--- config.mk ---
export PLATFORM = sky130hd
export DESIGN_NAME = fpu_mult_ctrl_fsm_flat
export DESIGN_NICKNAME = d
export VERILOG_FILES = /design/src/rtl/fpu_mult_ctrl_fsm_pkg.sv /design/src/rtl/fpu_mult_ctrl_fsm_if.sv /design/src/rtl/fpu_mult_ctrl_fsm_mult_lat_counter.sv /design/src/rtl/fpu_mult_ctrl_fsm.sv /design/src/flat_wrapper.sv
export SDC_FILE = /design/constraint.sdc
export NUM_CORES = 1
export LEC_CHECK = 0
export BUFFER_PORTS_ARGS = -buffer_cell sky130_fd_sc_hd__clkbuf_2
export CAP_MARGIN = 40
export CORE_AREA = 10 10 47 49
export CTS_CLUSTER_SIZE = 25
export DETAILED_ROUTE_END_ITERATION = 12
export DIE_AREA = 0 0 57 59
export PLACE_DENSITY = 0.8
export SKIP_LAST_GASP = 1
export SLEW_MARGIN = 20
export SYNTH_ARGS = -nofsm -noshare
export SYNTH_HDL_FRONTEND = slang
export SYNTH_HIERARCHICAL = 1
export SYNTH_SLANG_ARGS = --single-unit
--- constraint.sdc ---
create_clock -name clk -period 2.25 [get_ports clk]
set_input_delay 0.5625 -clock clk [delete_from_list [all_inputs] [get_ports clk]]
set_output_delay 0.5625 -clock clk [all_outputs]
set_load 0.01 [all_outputs]
--- src/rtl/fpu_mult_ctrl_fsm_pkg.sv ---
// fpu_mult_ctrl_fsm_pkg: state codes, defaults and output decode for the FP multiplier sequencer
package fpu_mult_ctrl_fsm_pkg;
   localparam int MULT_LAT_DEF = 2;
   localparam int W_SGF_SP     = 23;
   localparam int W_SGF_DP     = 52;

   localparam logic [3:0] ST_IDLE      = 4'd0;
   localparam logic [3:0] ST_LOAD_OP   = 4'd1;
   localparam logic [3:0] ST_EXP_ADD   = 4'd2;
   localparam logic [3:0] ST_EXP_CHK   = 4'd3;
   localparam logic [3:0] ST_SGF_MULT  = 4'd4;
   localparam logic [3:0] ST_NORM      = 4'd5;
   localparam logic [3:0] ST_NORM_CHK  = 4'd6;
   localparam logic [3:0] ST_EXP_NORM  = 4'd7;
   localparam logic [3:0] ST_ROUND_CHK = 4'd8;
   localparam logic [3:0] ST_ROUND_LD  = 4'd9;
   localparam logic [3:0] ST_RND_CHK   = 4'd10;
   localparam logic [3:0] ST_EXP_RND   = 4'd11;
   localparam logic [3:0] ST_FINAL     = 4'd12;
   localparam logic [3:0] ST_READY     = 4'd13;

   typedef struct packed {
      logic busy;
      logic ready;
      logic load_final;
      logic load_exp_upd;
      logic sel_norm;
      logic load_norm;
      logic load_sgf;
      logic load_exp;
      logic load_op;
   } ctrl_t;

   // first marks the opening cycle of SGF_MULT so the multiply start fires once per entry
   function automatic ctrl_t decode(logic [3:0] s, logic first);
      ctrl_t c;
      c.busy         = (s != ST_IDLE) && (s <= ST_READY);
      c.ready        = s == ST_READY;
      c.load_final   = s == ST_FINAL;
      c.load_exp_upd = (s == ST_EXP_NORM) || (s == ST_EXP_RND);
      c.sel_norm     = (s == ST_ROUND_LD) || (s == ST_RND_CHK) || (s == ST_EXP_RND);
      c.load_norm    = (s == ST_NORM) || (s == ST_ROUND_LD);
      c.load_sgf     = (s == ST_SGF_MULT) && first;
      c.load_exp     = s == ST_EXP_ADD;
      c.load_op      = s == ST_LOAD_OP;
      return c;
   endfunction
endpackage

--- src/rtl/fpu_mult_ctrl_fsm_if.sv ---
// fpu_mult_ctrl_fsm_if: handshake, datapath status and strobe bundle between FPU top/datapath and the sequencer
interface fpu_mult_ctrl_fsm_if;
   logic beg_FSM;
   logic ack_FSM;
   logic zero_flag_i;
   logic exp_ovf_i;
   logic exp_nu_i;
   logic round_need_i;
   logic load_op_o;
   logic load_exp_o;
   logic load_sgf_o;
   logic load_norm_o;
   logic sel_norm_o;
   logic load_exp_upd_o;
   logic load_final_o;
   logic ready_o;
   logic busy_o;

   modport master (
      output beg_FSM, ack_FSM, zero_flag_i, exp_ovf_i, exp_nu_i, round_need_i,
      input  load_op_o, load_exp_o, load_sgf_o, load_norm_o, sel_norm_o,
             load_exp_upd_o, load_final_o, ready_o, busy_o
   );

   modport slave (
      input  beg_FSM, ack_FSM, zero_flag_i, exp_ovf_i, exp_nu_i, round_need_i,
      output load_op_o, load_exp_o, load_sgf_o, load_norm_o, sel_norm_o,
             load_exp_upd_o, load_final_o, ready_o, busy_o
   );
endinterface

--- src/rtl/fpu_mult_ctrl_fsm_mult_lat_counter.sv ---
// fpu_mult_ctrl_fsm_mult_lat_counter: 4-bit wait counter for the significand multiplier latency
module fpu_mult_ctrl_fsm_mult_lat_counter #(
   parameter int MULT_LAT = 2
) (
   input  logic clk,
   input  logic rst,
   input  logic clr,
   input  logic en,
   output logic first,
   output logic tc
);
   logic [3:0] cnt;

   // held at zero outside the multiply wait so every entry starts counting from 0
   always_ff @(posedge clk or posedge rst) begin
      if (rst) cnt <= '0;
      else if (clr) cnt <= '0;
      else if (en) cnt <= cnt + 4'd1;
   end

   assign first = cnt == 4'd0;
   assign tc    = cnt == 4'(MULT_LAT - 1);
endmodule

--- src/rtl/fpu_mult_ctrl_fsm.sv ---
// fpu_mult_ctrl_fsm: sequencing FSM driving the FP multiplier datapath load/select lines
module fpu_mult_ctrl_fsm
   import fpu_mult_ctrl_fsm_pkg::*;
#(
   parameter int W_Sgf    = W_SGF_SP,
   parameter int MULT_LAT = MULT_LAT_DEF
) (
   input logic                clk,
   input logic                rst,
   fpu_mult_ctrl_fsm_if.slave bus
);
   logic [3:0] state, state_nx;
   logic       lat_first, lat_tc;
   ctrl_t      c;

   if (MULT_LAT < 1 || MULT_LAT > 15 || W_Sgf < 1) begin : g_bad_param
      $error("fpu_mult_ctrl_fsm: MULT_LAT must be 1..15 and W_Sgf positive");
   end

   fpu_mult_ctrl_fsm_mult_lat_counter #(.MULT_LAT(MULT_LAT)) u_lat (
      .clk   (clk),
      .rst   (rst),
      .clr   (state != ST_SGF_MULT),
      .en    (1'b1),
      .first (lat_first),
      .tc    (lat_tc)
   );

   // state register; reset aborts any operation immediately
   always_ff @(posedge clk or posedge rst) begin
      if (rst) state <= ST_IDLE;
      else state <= state_nx;
   end

   // next-state selection; datapath flags are only looked at in the state that owns them
   always_comb begin
      state_nx = ST_IDLE;
      case (state)
         ST_IDLE:      state_nx = bus.beg_FSM ? ST_LOAD_OP : ST_IDLE;
         ST_LOAD_OP:   state_nx = ST_EXP_ADD;
         ST_EXP_ADD:   state_nx = bus.zero_flag_i ? ST_FINAL : ST_EXP_CHK;
         ST_EXP_CHK:   state_nx = bus.exp_ovf_i ? ST_FINAL : ST_SGF_MULT;
         ST_SGF_MULT:  state_nx = lat_tc ? ST_NORM : ST_SGF_MULT;
         ST_NORM:      state_nx = ST_NORM_CHK;
         ST_NORM_CHK:  state_nx = bus.exp_nu_i ? ST_EXP_NORM : ST_ROUND_CHK;
         ST_EXP_NORM:  state_nx = ST_ROUND_CHK;
         ST_ROUND_CHK: state_nx = bus.round_need_i ? ST_ROUND_LD : ST_FINAL;
         ST_ROUND_LD:  state_nx = ST_RND_CHK;
         ST_RND_CHK:   state_nx = bus.exp_nu_i ? ST_EXP_RND : ST_FINAL;
         ST_EXP_RND:   state_nx = ST_FINAL;
         ST_FINAL:     state_nx = ST_READY;
         ST_READY:     state_nx = bus.ack_FSM ? ST_IDLE : ST_READY;
         default:      state_nx = ST_IDLE;
      endcase
   end

   assign c = decode(state, lat_first);

   assign bus.load_op_o      = c.load_op;
   assign bus.load_exp_o     = c.load_exp;
   assign bus.load_sgf_o     = c.load_sgf;
   assign bus.load_norm_o    = c.load_norm;
   assign bus.sel_norm_o     = c.sel_norm;
   assign bus.load_exp_upd_o = c.load_exp_upd;
   assign bus.load_final_o   = c.load_final;
   assign bus.ready_o        = c.ready;
   assign bus.busy_o         = c.busy;
endmodule

--- src/flat_wrapper.sv ---
// flat-port wrapper written by rule: the top's interface ports become plain ports
module fpu_mult_ctrl_fsm_flat import fpu_mult_ctrl_fsm_pkg::*;
#(
   parameter int W_Sgf    = W_SGF_SP,
   parameter int MULT_LAT = MULT_LAT_DEF
)
  (clk, rst, bus_beg_FSM, bus_ack_FSM, bus_zero_flag_i, bus_exp_ovf_i, bus_exp_nu_i, bus_round_need_i, bus_load_op_o, bus_load_exp_o, bus_load_sgf_o, bus_load_norm_o, bus_sel_norm_o, bus_load_exp_upd_o, bus_load_final_o, bus_ready_o, bus_busy_o);
  fpu_mult_ctrl_fsm_if bus_i ();
  input logic clk;
  input logic rst;
  input wire logic [$bits(bus_i.beg_FSM)-1:0] bus_beg_FSM;
  input wire logic [$bits(bus_i.ack_FSM)-1:0] bus_ack_FSM;
  input wire logic [$bits(bus_i.zero_flag_i)-1:0] bus_zero_flag_i;
  input wire logic [$bits(bus_i.exp_ovf_i)-1:0] bus_exp_ovf_i;
  input wire logic [$bits(bus_i.exp_nu_i)-1:0] bus_exp_nu_i;
  input wire logic [$bits(bus_i.round_need_i)-1:0] bus_round_need_i;
  output wire logic [$bits(bus_i.load_op_o)-1:0] bus_load_op_o;
  output wire logic [$bits(bus_i.load_exp_o)-1:0] bus_load_exp_o;
  output wire logic [$bits(bus_i.load_sgf_o)-1:0] bus_load_sgf_o;
  output wire logic [$bits(bus_i.load_norm_o)-1:0] bus_load_norm_o;
  output wire logic [$bits(bus_i.sel_norm_o)-1:0] bus_sel_norm_o;
  output wire logic [$bits(bus_i.load_exp_upd_o)-1:0] bus_load_exp_upd_o;
  output wire logic [$bits(bus_i.load_final_o)-1:0] bus_load_final_o;
  output wire logic [$bits(bus_i.ready_o)-1:0] bus_ready_o;
  output wire logic [$bits(bus_i.busy_o)-1:0] bus_busy_o;
  assign bus_i.beg_FSM = bus_beg_FSM;
  assign bus_i.ack_FSM = bus_ack_FSM;
  assign bus_i.zero_flag_i = bus_zero_flag_i;
  assign bus_i.exp_ovf_i = bus_exp_ovf_i;
  assign bus_i.exp_nu_i = bus_exp_nu_i;
  assign bus_i.round_need_i = bus_round_need_i;
  assign bus_load_op_o = bus_i.load_op_o;
  assign bus_load_exp_o = bus_i.load_exp_o;
  assign bus_load_sgf_o = bus_i.load_sgf_o;
  assign bus_load_norm_o = bus_i.load_norm_o;
  assign bus_sel_norm_o = bus_i.sel_norm_o;
  assign bus_load_exp_upd_o = bus_i.load_exp_upd_o;
  assign bus_load_final_o = bus_i.load_final_o;
  assign bus_ready_o = bus_i.ready_o;
  assign bus_busy_o = bus_i.busy_o;
  fpu_mult_ctrl_fsm #(.W_Sgf(W_Sgf), .MULT_LAT(MULT_LAT)) u_core (.clk(clk), .rst(rst), .bus(bus_i));
endmodule
==> key figures, run 1 <==
Drt
  • DRT Pass-1 Iters: 4
  • DRC violation count after routing: 0
  • Average vias per placed instance: between 5 and 6
  • Average wire length per cell after detail routing: 12.6 um
  • Antenna Nets Post-Route: 0
  • Sum of routed wire length over all layers: 1.42 mm
  • Count of routing violations after the opening detailed-route iteration: 10
  • Vias after detailed routing: 588

Setup path
  • Worst setup path category: reg -> out
  • Slowest library cell on the worst path: sky130_fd_sc_hd__dfrtp_1
  • Worst Setup Start Kind: register
  • Arrival time of data at the critical path endpoint: between 1000 and 1500 ps
  • WP data required: 1690 ps
  • Worst-path fanout max: 11
  • Series of cell instances along the critical path: inv_1 > nor2_1 > and3_1 > clkbuf_2
  • Worst setup EP type: output port
  • Delay of the slowest critical-path stage: 540 ps

Placement
  • Post-placement setup slack: 568 ps
  • Cells after DPL: 109
  • Gpl congestion: 0.768
  • Count of port buffers added during placement: 16
  • HPWL after detailed placement: 1.10 mm

Die
  • Die boundary height: just under 60 um
  • Effective utilization at floorplan: about 44%
  • Total number of placement rows: 14
  • Die area: ~0.0034 sq mm
  • Horizontal die dimension: between 50 and 60 um
  • I/O pin count: 17
  • Core box area: 0.00140 sq mm

Yosys
  • Commonest cells post-synth: sky130_fd_sc_hd__inv_1, sky130_fd_sc_hd__dfrtp_1, sky130_fd_sc_hd__a21oi_1, sky130_fd_sc_hd__nor2_1, sky130_fd_sc_hd__o21ai_0
  • Number of enable flip-flop cells after synthesis: 0
  • Synthesized area per cell: between 8 and 9 sq um
  • Synthesis Warnings: 6
  • Most frequently used flop master after synthesis: sky130_fd_sc_hd__dfrtp_1
  • Post-synth top area share: 32.3%
  • Biggest area consumer among synthesized cells: sky130_fd_sc_hd__dfrtp_1
  • Part of the Yosys area used for sequential elements: between 30% and 40%
  • Top-count cell post-synth: sky130_fd_sc_hd__inv_1
  • Number of storage elements in the synthesis netlist: 8
  • Post-synthesis cell type count: 31
  • Synth top area cells: sky130_fd_sc_hd__dfrtp_1, sky130_fd_sc_hd__ha_1, sky130_fd_sc_hd__a21oi_1, sky130_fd_sc_hd__inv_1, sky130_fd_sc_hd__nor2_1
  • Summed instance area of the synthesized netlist: 621 sq um
  • Count of mapped cells out of synthesis: 77
  • Synth async-reset ratio: 100%

Cells and area
  • Net count, final: 109
  • Proportion of layout cells with a drive suffix above 1: 22.9%
  • Area Growth Syn to Fin: 18.1%
  • Diode insertion count for antenna repair: 0
  • Final Instance Count excl. Fillers: about 110

Clocking
  • Resized Gates After CTS: 0
  • Clock latency reported for the late side of the worst-skew pair: between 200 and 300 ps
  • Number of hold-repair buffers added at the cts stage: 0
  • Longest Clk Path Bufs: 2
  • Clock tree from TritonCTS: done
  • Cell at the root of the clock tree: sky130_fd_sc_hd__clkbuf_4
  • Number of CTS-inserted buffers: 3
  • CTS clk-pin slew, worst paths: 60 ps
  • Setup repair bufs after CTS: 0
  • Clock H-tree levels: 1
  • Number of sinks on the clock net: 8

Timing
  • Time the final worst path needs with I/O delays and setup: 1970 ps
  • PnR worst setup slack: 281 ps
  • Unrepaired setup endpoints after global routing: false
  • Final max-slew violation count: 0
  • Worst Skew: 5.72 ps
  • Highest clock frequency the design can meet: 508 MHz
  • Count of endpoints failing setup in the final report: 0
  • Period utilisation layout: 87.5%
  • Setup tns final: 0 ps
  • Count of endpoints failing hold in the final timing report: 0
  • Worst hold slack across all endpoints: 164 ps

Power and ir drop
  • Switching power: 0.377 mW
  • Clock Power Share: 14.2%
  • Sum of internal, switching and leakage power: slightly below 0.8 mW
  • Share of power burned in combinational logic: between 40% and 50%
  • Internal power: 0.412 mW
  • Leakage: 0.381 nW
  • Power Density: 1080 mW/mm^2
  • Switching portion of total power: between 40% and 50%
  • IR Drop Worst-Case VDD: 0.441 mV
  • Part of the power in registers: 37.6%

GRT
  • First-pass GRT wire length: 2.36 mm
  • Global-route usage over all layers: 8.43%
  • Overflow after GRT: 0
  • Largest net degree at the start of global routing: 15
  • Number of global-route vias before repair: 583
  • Number of antenna violations at the first check in global routing: 0

Run status
  • Outcome: completed

Job
  • Maximum capacitance violations: 0

Worst hold path
  • HP Class: in -> async
[power groups by stage]
| stage | combinational (mW) | clock (mW) | sequential, mW |
|---|---|---|---|
| CTS | 0.387 | 0.115 | 0.294 |
| finish | 0.380 | 0.112 | 0.297 |
| detailed placement | 0.380 | 0 | 0.296 |
| global placement | 0.371 | 0 | 0.293 |
| floorplan | 0.363 | 0 | 0.217 |
| global route | 0.430 | 0.128 | 0.311 |
[placed cells by master (no fill, tap or decap), types with 2 or more instances in the layout]
cell and count:
sky130_fd_sc_hd__conb_1 5, sky130_fd_sc_hd__nor2b_1 2, sky130_fd_sc_hd__nor4_1 2, sky130_fd_sc_hd__nor3_1 3, sky130_fd_sc_hd__and3_1 2, sky130_fd_sc_hd__nand2_1 2, sky130_fd_sc_hd__nor2_1 7, sky130_fd_sc_hd__a211oi_1 2
sky130_fd_sc_hd__nor3b_1 2, sky130_fd_sc_hd__inv_1 9, sky130_fd_sc_hd__nand2b_1 2, sky130_fd_sc_hd__dfrtp_1 8, sky130_fd_sc_hd__clkbuf_4 3, sky130_fd_sc_hd__o21ai_0 5, sky130_fd_sc_hd__nand3_1 4, sky130_fd_sc_hd__ha_1 3
sky130_fd_sc_hd__a21oi_1 7, sky130_fd_sc_hd__clkbuf_2 16
[per-stage QoR]
| step | cell area (sq um) | util [%] |
|---|---|---|
| final | 733 | 52.3 |
| after global routing | 733 | 52.3 |
| after CTS | 733 | 52.3 |
| after detailed placement | 711 | 50.7 |
| after global placement | 711 | 50.7 |
| after floorplan | 636 | - |
[cell families (layout without fill, tap and decap cells)]
logic type                 count (synthesis)  in the layout  synth area share, %
AOI/OAI and AO/OA                         17             17                 16.1
xor gates and xnor gates                   2              2                 2.82
adders and majority gates                  3              3                 6.05
buffers and inverters                     13             28                 9.47
DFF                                        8              8                 32.3
muxes                                      2              2                 4.03
other                                      1              5                0.604
and+or+nand+nor                           31             31                 28.6
[sequential cells by signal (all words and copies together) (netlist names)]
name,count
u_core/state,4
u_core/u_lat/cnt,4
[routing by layer]
| layer | up-vias | share of wire (%) | GRT usage [%] |
|---|---|---|---|
| met5 | - | 0 | 0 |
| met2 | 14 | 51 | 14.6 |
| met4 | 0 | 0.99 | 3.69 |
| met1 | 273 | 40 | 8.44 |
| li1 | 299 | - | - |
| met3 | 2 | 8.2 | 4.08 |
[final timing paths]
kind / start / endpoint / slack (ps) / depth (start not counted)
max in group asynchronous: rst / u_core/u_lat/cnt[1] / 1920 / 2
hold reg to reg: u_core/u_lat/cnt[2] / u_core/u_lat/cnt[2] / 630 / 2
setup / recovery: u_core/state[2] / bus_load_sgf_o / 280 / 4
hold / removal: rst / u_core/state[2] / 160 / 2
min in group clk: bus_zero_flag_i / u_core/state[2] / 600 / 3
setup reg to reg: u_core/state[3] / u_core/state[1] / 760 / 4
[critical path: cells and delay by family, from the launching register on]
kind                   cells  cell delay, ps
AND/OR/NAND/NOR            2             350
buffers and inverters      2             270
flip-flops                 1             540
[layout make-up]
type / count / area [sq um]
multi-input cells: 60 / 377
well taps: 16 / 20.0
repair buffers: 16 / 80.1
clock buffers: 3 / 22.5
fillers: 141 / 668
flip-flops and latches: 8 / 200
inverters: 9 / 33.8
(Power assumes the default switching activity.)
==> inputs of run 2 (changes only) <==
--- a/config.mk
+++ b/config.mk
@@ -7,11 +7,13 @@
 export LEC_CHECK = 0
 export BUFFER_PORTS_ARGS = -buffer_cell sky130_fd_sc_hd__clkbuf_2
 export CAP_MARGIN = 40
-export CORE_AREA = 10 10 47 49
+export CELL_PAD_IN_SITES_DETAIL_PLACEMENT = 1
+export CELL_PAD_IN_SITES_GLOBAL_PLACEMENT = 2
+export CORE_AREA = 10 10 64 53
 export CTS_CLUSTER_SIZE = 25
 export DETAILED_ROUTE_END_ITERATION = 12
-export DIE_AREA = 0 0 57 59
-export PLACE_DENSITY = 0.8
+export DIE_AREA = 0 0 74 63
+export PLACE_DENSITY = 0.85
 export SKIP_LAST_GASP = 1
 export SLEW_MARGIN = 20
 export SYNTH_ARGS = -nofsm -noshare
==> key figures, run 2 (same netlist as run 1, synthesis figures left out) <==
Run status
  • Outcome: completed (unchanged)

Setup path
  • Start of the worst register-to-register path: u_core/state[3] (unchanged)
  • Buffer and inverter count on the worst path: 2 (unchanged)
  • Crit. path cell count: 4 (unchanged)
  • Beginning of the critical path: u_core/state[2] (unchanged)
  • Critical R2R Capture: u_core/state[1] (unchanged)
  • Delay of the slowest critical-path stage: 550 ps (was 540 ps)
  • Worst setup path category: reg -> out (unchanged)
  • Arrival time of data at the critical path endpoint: 1420 ps (was 1410 ps)
  • WP data required: 1690 ps (about the same)
  • Critical path capture point: bus_load_sgf_o (unchanged)
  • Number of cells on the worst reg-to-reg path: 4 (unchanged)
  • Worst setup EP type: output port (unchanged)
  • Worst Setup Start Kind: register (unchanged)
  • Series of cell instances along the critical path: inv_1 > nor2_1 > and3_1 > clkbuf_2 (unchanged)
  • Setup slack of the worst register-to-register path: 760 ps (about the same)
  • Slowest library cell on the worst path: sky130_fd_sc_hd__dfrtp_1 (unchanged)
  • Family with the most delay on the worst path: flip-flops (unchanged)
  • Worst-path fanout max: 11 (unchanged)

Clocking
  • Clock latency reported for the late side of the worst-skew pair: 250 ps (was 260 ps)
  • Number of CTS-inserted buffers: 3 (unchanged)
  • Longest Clk Path Bufs: 2 (unchanged)
  • Number of sinks on the clock net: 8 (unchanged)
  • Clock tree from TritonCTS: done (unchanged)
  • Clock H-tree levels: 1 (unchanged)
  • Cell at the root of the clock tree: sky130_fd_sc_hd__clkbuf_4 (unchanged)
  • CTS clk-pin slew, worst paths: 50 ps (was 60 ps)
  • Resized Gates After CTS: 0 (unchanged)
  • Number of hold-repair buffers added at the cts stage: 0 (unchanged)
  • Setup repair bufs after CTS: 0 (unchanged)

Drt
  • Vias after detailed routing: 598 (was 588)
  • Count of routing violations after the opening detailed-route iteration: 43 (was 10)
  • Sum of routed wire length over all layers: 1.58 mm (was 1.42 mm)
  • Average wire length per cell after detail routing: 13.0 um (was 12.6 um)
  • DRC violation count after routing: 0 (unchanged)
  • Antenna Nets Post-Route: 0 (unchanged)
  • DRT Pass-1 Iters: 4 (unchanged)
  • Average vias per placed instance: 4.94 (was 5.25)

Placement
  • HPWL after detailed placement: 1.29 mm (was 1.10 mm)
  • Post-placement setup slack: 528 ps (was 568 ps)
  • Count of port buffers added during placement: 16 (unchanged)
  • Gpl congestion: 0.777 (was 0.768)

GRT
  • Overflow after GRT: 0 (unchanged)
  • First-pass GRT wire length: 2.68 mm (was 2.36 mm)
  • Largest net degree at the start of global routing: 15 (unchanged)
  • Number of antenna violations at the first check in global routing: 0 (unchanged)
  • Global-route usage over all layers: 7.03% (was 8.43%)
  • Number of global-route vias before repair: 581 (was 583)

Timing
  • Count of endpoints failing hold in the final timing report: 0 (unchanged)
  • Final max-slew violation count: 0 (unchanged)
  • Period utilisation layout: 88.0% (was 87.5%)
  • PnR worst setup slack: 270 ps (was 281 ps)
  • Unrepaired setup endpoints after global routing: false (unchanged)
  • Count of endpoints failing setup in the final report: 0 (unchanged)
  • Setup tns final: 0 ps (unchanged)
  • Worst hold slack across all endpoints: 182 ps (was 164 ps)
  • Highest clock frequency the design can meet: 505 MHz (was 508 MHz)
  • Worst Skew: 2.77 ps (was 5.72 ps)
  • Time the final worst path needs with I/O delays and setup: 1980 ps (was 1970 ps)

Die
  • Effective utilization at floorplan: 28.3% (was 44.3%)
  • Horizontal die dimension: 74 um (was 57 um)
  • Die area: 0.00466 sq mm (was 0.00336 sq mm)
  • Die boundary height: 63 um (was 59 um)
  • Core box area: 0.00220 sq mm (was 0.00140 sq mm)
  • I/O pin count: 17 (unchanged)
  • Total number of placement rows: 15 (was 14)

Worst hold path
  • HP Class: in -> async (unchanged)

Cells and area
  • Proportion of layout cells with a drive suffix above 1: 22.9% (unchanged)
  • Net count, final: 109 (unchanged)
  • Most common cell after layout, fill and taps aside: sky130_fd_sc_hd__clkbuf_2 (unchanged)
  • Area Growth Syn to Fin: 20.0% (was 18.1%)
  • Diode insertion count for antenna repair: 0 (unchanged)
  • Top Registers: u_core/state (4), u_core/u_lat/cnt (4) (unchanged)
  • Top library cells by usage in the layout, fill and taps aside: sky130_fd_sc_hd__clkbuf_2, sky130_fd_sc_hd__inv_1, sky130_fd_sc_hd__dfrtp_1, sky130_fd_sc_hd__nor2_1, sky130_fd_sc_hd__a21oi_1 (unchanged)
  • Number of fill cells: 280 (was 141)

Power and ir drop
  • IR Drop Worst-Case VDD: 0.412 mV (was 0.441 mV)
  • Power Density: 1070 mW/mm^2 (was 1080 mW/mm^2)
  • Leakage: 0.381 nW (unchanged)

Job
  • Maximum capacitance violations: 0 (unchanged)
[run 2: cell counts in the layout (fill, tap and decap cells not counted)]
Identical to the previous run, type by type.
[run 2: metal layers]
layer	wire, um	track usage [%]	up-vias
met4	19	5.12	0
met1	761	9.03	282
met5	0	0	-
met2	710	9.89	14
met3	88	1.43	2
li1	-	-	300
[run 2: worst min-delay path by stage]
stage,end,slack (ps),depth (start not counted)
6_report,u_core/state[1],180,2
5_1_grt,u_core/state[1],190,2
4_1_cts,u_core/u_lat/cnt[2],180,2
3_5_place_dp,u_core/state[1],450,2
3_3_place_gp,u_core/state[1],440,2
2_1_floorplan,u_core/state[0],330,1
[run 2: cell type report]
type / count / area (sq um) / share of cell area (%)
clock buffer: 3 / 22.5 / 3.03
inverter: 9 / 33.8 / 4.54
multi-input combinational: 60 / 377 / 50.6
sequential: 8 / 200 / 26.9
tap: 25 / 31.3 / 4.20
timing repair buffer: 16 / 80.1 / 10.8
[run 2: power by group]
| part | switching (mW) | leakage [nW] | total (mW) | internal (mW) |
|---|---|---|---|---|
| logic | 0.211 | 0.262 | 0.379 | 0.168 |
| registers | 0.125 | 0.106 | 0.307 | 0.182 |
| clock network | 0.0462 | 0.0138 | 0.107 | 0.0609 |
[run 2: per-stage QoR]
stage | total power, mW | utilization (%) | cell area (sq um) | instances
6_report | 0.793 | 33.9 | 744 | 121
4_1_cts | 0.805 | 33.9 | 744 | 121
2_1_floorplan | 0.580 | - | 636 | 81
3_5_place_dp | 0.690 | 32.9 | 722 | 118
3_3_place_gp | 0.685 | 32.9 | 722 | 118
5_1_grt | 0.885 | 33.9 | 744 | 121
==> inputs of run 3 (changes only) <==
--- a/config.mk
+++ b/config.mk
@@ -9,10 +9,10 @@
 export CAP_MARGIN = 40
 export CELL_PAD_IN_SITES_DETAIL_PLACEMENT = 1
 export CELL_PAD_IN_SITES_GLOBAL_PLACEMENT = 2
-export CORE_AREA = 10 10 64 53
+export CORE_AREA = 10 10 57 59
 export CTS_CLUSTER_SIZE = 25
 export DETAILED_ROUTE_END_ITERATION = 12
-export DIE_AREA = 0 0 74 63
+export DIE_AREA = 0 0 67 69
 export PLACE_DENSITY = 0.85
 export SKIP_LAST_GASP = 1
 export SLEW_MARGIN = 20
==> key figures, run 3 (same netlist as run 1, synthesis figures left out) <==
Cells and area
  • Proportion of layout cells with a drive suffix above 1: 22.9% (unchanged)
  • Area Growth Syn to Fin: 20.6% (was 20.0%)
  • Number of fill cells: 268 (was 280)
  • Most common cell after layout, fill and taps aside: sky130_fd_sc_hd__clkbuf_2 (unchanged)
  • Net count, final: 109 (unchanged)
  • Diode insertion count for antenna repair: 0 (unchanged)
  • Top Registers: u_core/state (4), u_core/u_lat/cnt (4) (unchanged)
  • Summed area of non-filler cells in the final layout: 748 sq um (was 744 sq um)
  • Top library cells by usage in the layout, fill and taps aside: sky130_fd_sc_hd__clkbuf_2, sky130_fd_sc_hd__inv_1, sky130_fd_sc_hd__dfrtp_1, sky130_fd_sc_hd__nor2_1, sky130_fd_sc_hd__a21oi_1 (unchanged)

Clocking
  • Number of hold-repair buffers added at the cts stage: 0 (unchanged)
  • Longest Clk Path Bufs: 2 (unchanged)
  • Clock latency reported for the late side of the worst-skew pair: 250 ps (about the same)
  • CTS clk-pin slew, worst paths: 60 ps (was 50 ps)
  • Cell at the root of the clock tree: sky130_fd_sc_hd__clkbuf_4 (unchanged)
  • Clock tree from TritonCTS: done (unchanged)
  • Number of CTS-inserted buffers: 3 (unchanged)
  • Number of sinks on the clock net: 8 (unchanged)
  • Setup repair bufs after CTS: 0 (unchanged)
  • Clock H-tree levels: 1 (unchanged)
  • Resized Gates After CTS: 0 (unchanged)

Drt
  • Average vias per placed instance: 4.73 (was 4.94)
  • DRT Pass-1 Iters: 4 (unchanged)
  • Average wire length per cell after detail routing: 13.8 um (was 13.0 um)
  • Sum of routed wire length over all layers: 1.72 mm (was 1.58 mm)
  • Vias after detailed routing: 586 (was 598)
  • Count of routing violations after the opening detailed-route iteration: 22 (was 43)
  • DRC violation count after routing: 0 (unchanged)
  • Antenna Nets Post-Route: 0 (unchanged)

Run status
  • Outcome: completed (unchanged)

Timing
  • PnR worst setup slack: 259 ps (was 270 ps)
  • Unrepaired setup endpoints after global routing: false (unchanged)
  • Period utilisation layout: 88.5% (was 88.0%)
  • Highest clock frequency the design can meet: 502 MHz (was 505 MHz)
  • Final max-slew violation count: 0 (unchanged)
  • Count of endpoints failing setup in the final report: 0 (unchanged)
  • Time the final worst path needs with I/O delays and setup: 1990 ps (was 1980 ps)
  • Setup tns final: 0 ps (unchanged)
  • Worst hold slack across all endpoints: 181 ps (was 182 ps)
  • Worst Skew: 1.93 ps (was 2.77 ps)
  • Count of endpoints failing hold in the final timing report: 0 (unchanged)

Worst hold path
  • HP Class: in -> async (unchanged)

Placement
  • Count of port buffers added during placement: 16 (unchanged)
  • Gpl congestion: 0.673 (was 0.777)
  • Placed instance area: 726 sq um (was 722 sq um)
  • HPWL after detailed placement: 1.39 mm (was 1.29 mm)
  • Post-placement setup slack: 500 ps (was 528 ps)

Setup path
  • Arrival time of data at the critical path endpoint: 1430 ps (was 1420 ps)
  • WP data required: 1690 ps (about the same)
  • Worst-path fanout max: 12 (was 11)
  • Worst setup EP type: output port (unchanged)
  • Worst setup path category: reg -> out (unchanged)
  • Worst Setup Start Kind: register (unchanged)

Power and ir drop
  • IR Drop Worst-Case VDD: 0.427 mV (was 0.412 mV)
  • Power Density: 1060 mW/mm^2 (was 1070 mW/mm^2)
  • Leakage: 0.381 nW (unchanged)

GRT
  • Number of antenna violations at the first check in global routing: 0 (unchanged)
  • Overflow after GRT: 0 (unchanged)
  • First-pass GRT wire length: 2.82 mm (was 2.68 mm)
  • Global-route usage over all layers: 7.42% (was 7.03%)
  • Number of global-route vias before repair: 616 (was 581)
  • Largest net degree at the start of global routing: 15 (unchanged)

Die
  • Die boundary height: 69 um (was 63 um)
  • Total number of placement rows: 17 (was 15)
  • Horizontal die dimension: 67 um (was 74 um)
  • Die area: 0.00462 sq mm (was 0.00466 sq mm)
  • Core box area: 0.00215 sq mm (was 0.00220 sq mm)
  • Effective utilization at floorplan: 28.9% (was 28.3%)
  • I/O pin count: 17 (unchanged)

Job
  • Maximum capacitance violations: 0 (unchanged)
## run 3: power by group
group          total [mW]  internal, mW  leakage [nW]  switching [mW]
Sequential          0.306         0.182         0.106           0.123
Combinational       0.381         0.168         0.262           0.213
Clock               0.109        0.0610        0.0138          0.0478
## run 3: layout make-up
class / instances / area (sq um) / share of cell area (%)
inverters: 9 / 33.8 / 4.52
clock buffers: 3 / 22.5 / 3.01
multi-input cells: 60 / 377 / 50.3
well taps: 28 / 35.0 / 4.68
repair buffers: 16 / 80.1 / 10.7
flip-flops and latches: 8 / 200 / 26.8
## run 3: path summary, 6_finish.rpt
path | slack, ps | to | start | depth (start not counted)
min | 180 | u_core/state[0] | rst | 2
max reg2reg | 740 | u_core/state[1] | u_core/state[3] | 4
min in group clk | 600 | u_core/state[2] | bus_zero_flag_i | 3
max | 260 | bus_load_exp_upd_o | u_core/state[3] | 3
min reg2reg | 650 | u_core/u_lat/cnt[2] | u_core/u_lat/cnt[2] | 2
max in group asynchronous | 1910 | u_core/u_lat/cnt[0] | rst | 2
## run 3: metrics by stage
stage | utilization [%] | instances | power [mW]
final | 34.8 | 124 | 0.795
after global routing | 34.8 | 124 | 0.885
after CTS | 34.8 | 124 | 0.812
after detailed placement | 33.8 | 121 | 0.701
after global placement | 33.8 | 121 | 0.683
after floorplan | - | 81 | 0.580
## run 3: layer usage
metal	share of wire (%)	vias to the layer above	global-route usage, %
li1	-	297	-
met1	48	274	9.42
met3	6.1	2	2.74
met2	45	13	10.7
met4	1.6	0	3.39
met5	0	-	0
## run 3: worst max-delay path, stage by stage, from the launching register on
cell and delay, ps:
sky130_fd_sc_hd__dfrtp_1 600, sky130_fd_sc_hd__xor2_1 270, sky130_fd_sc_hd__and3_1 190, sky130_fd_sc_hd__clkbuf_2 130
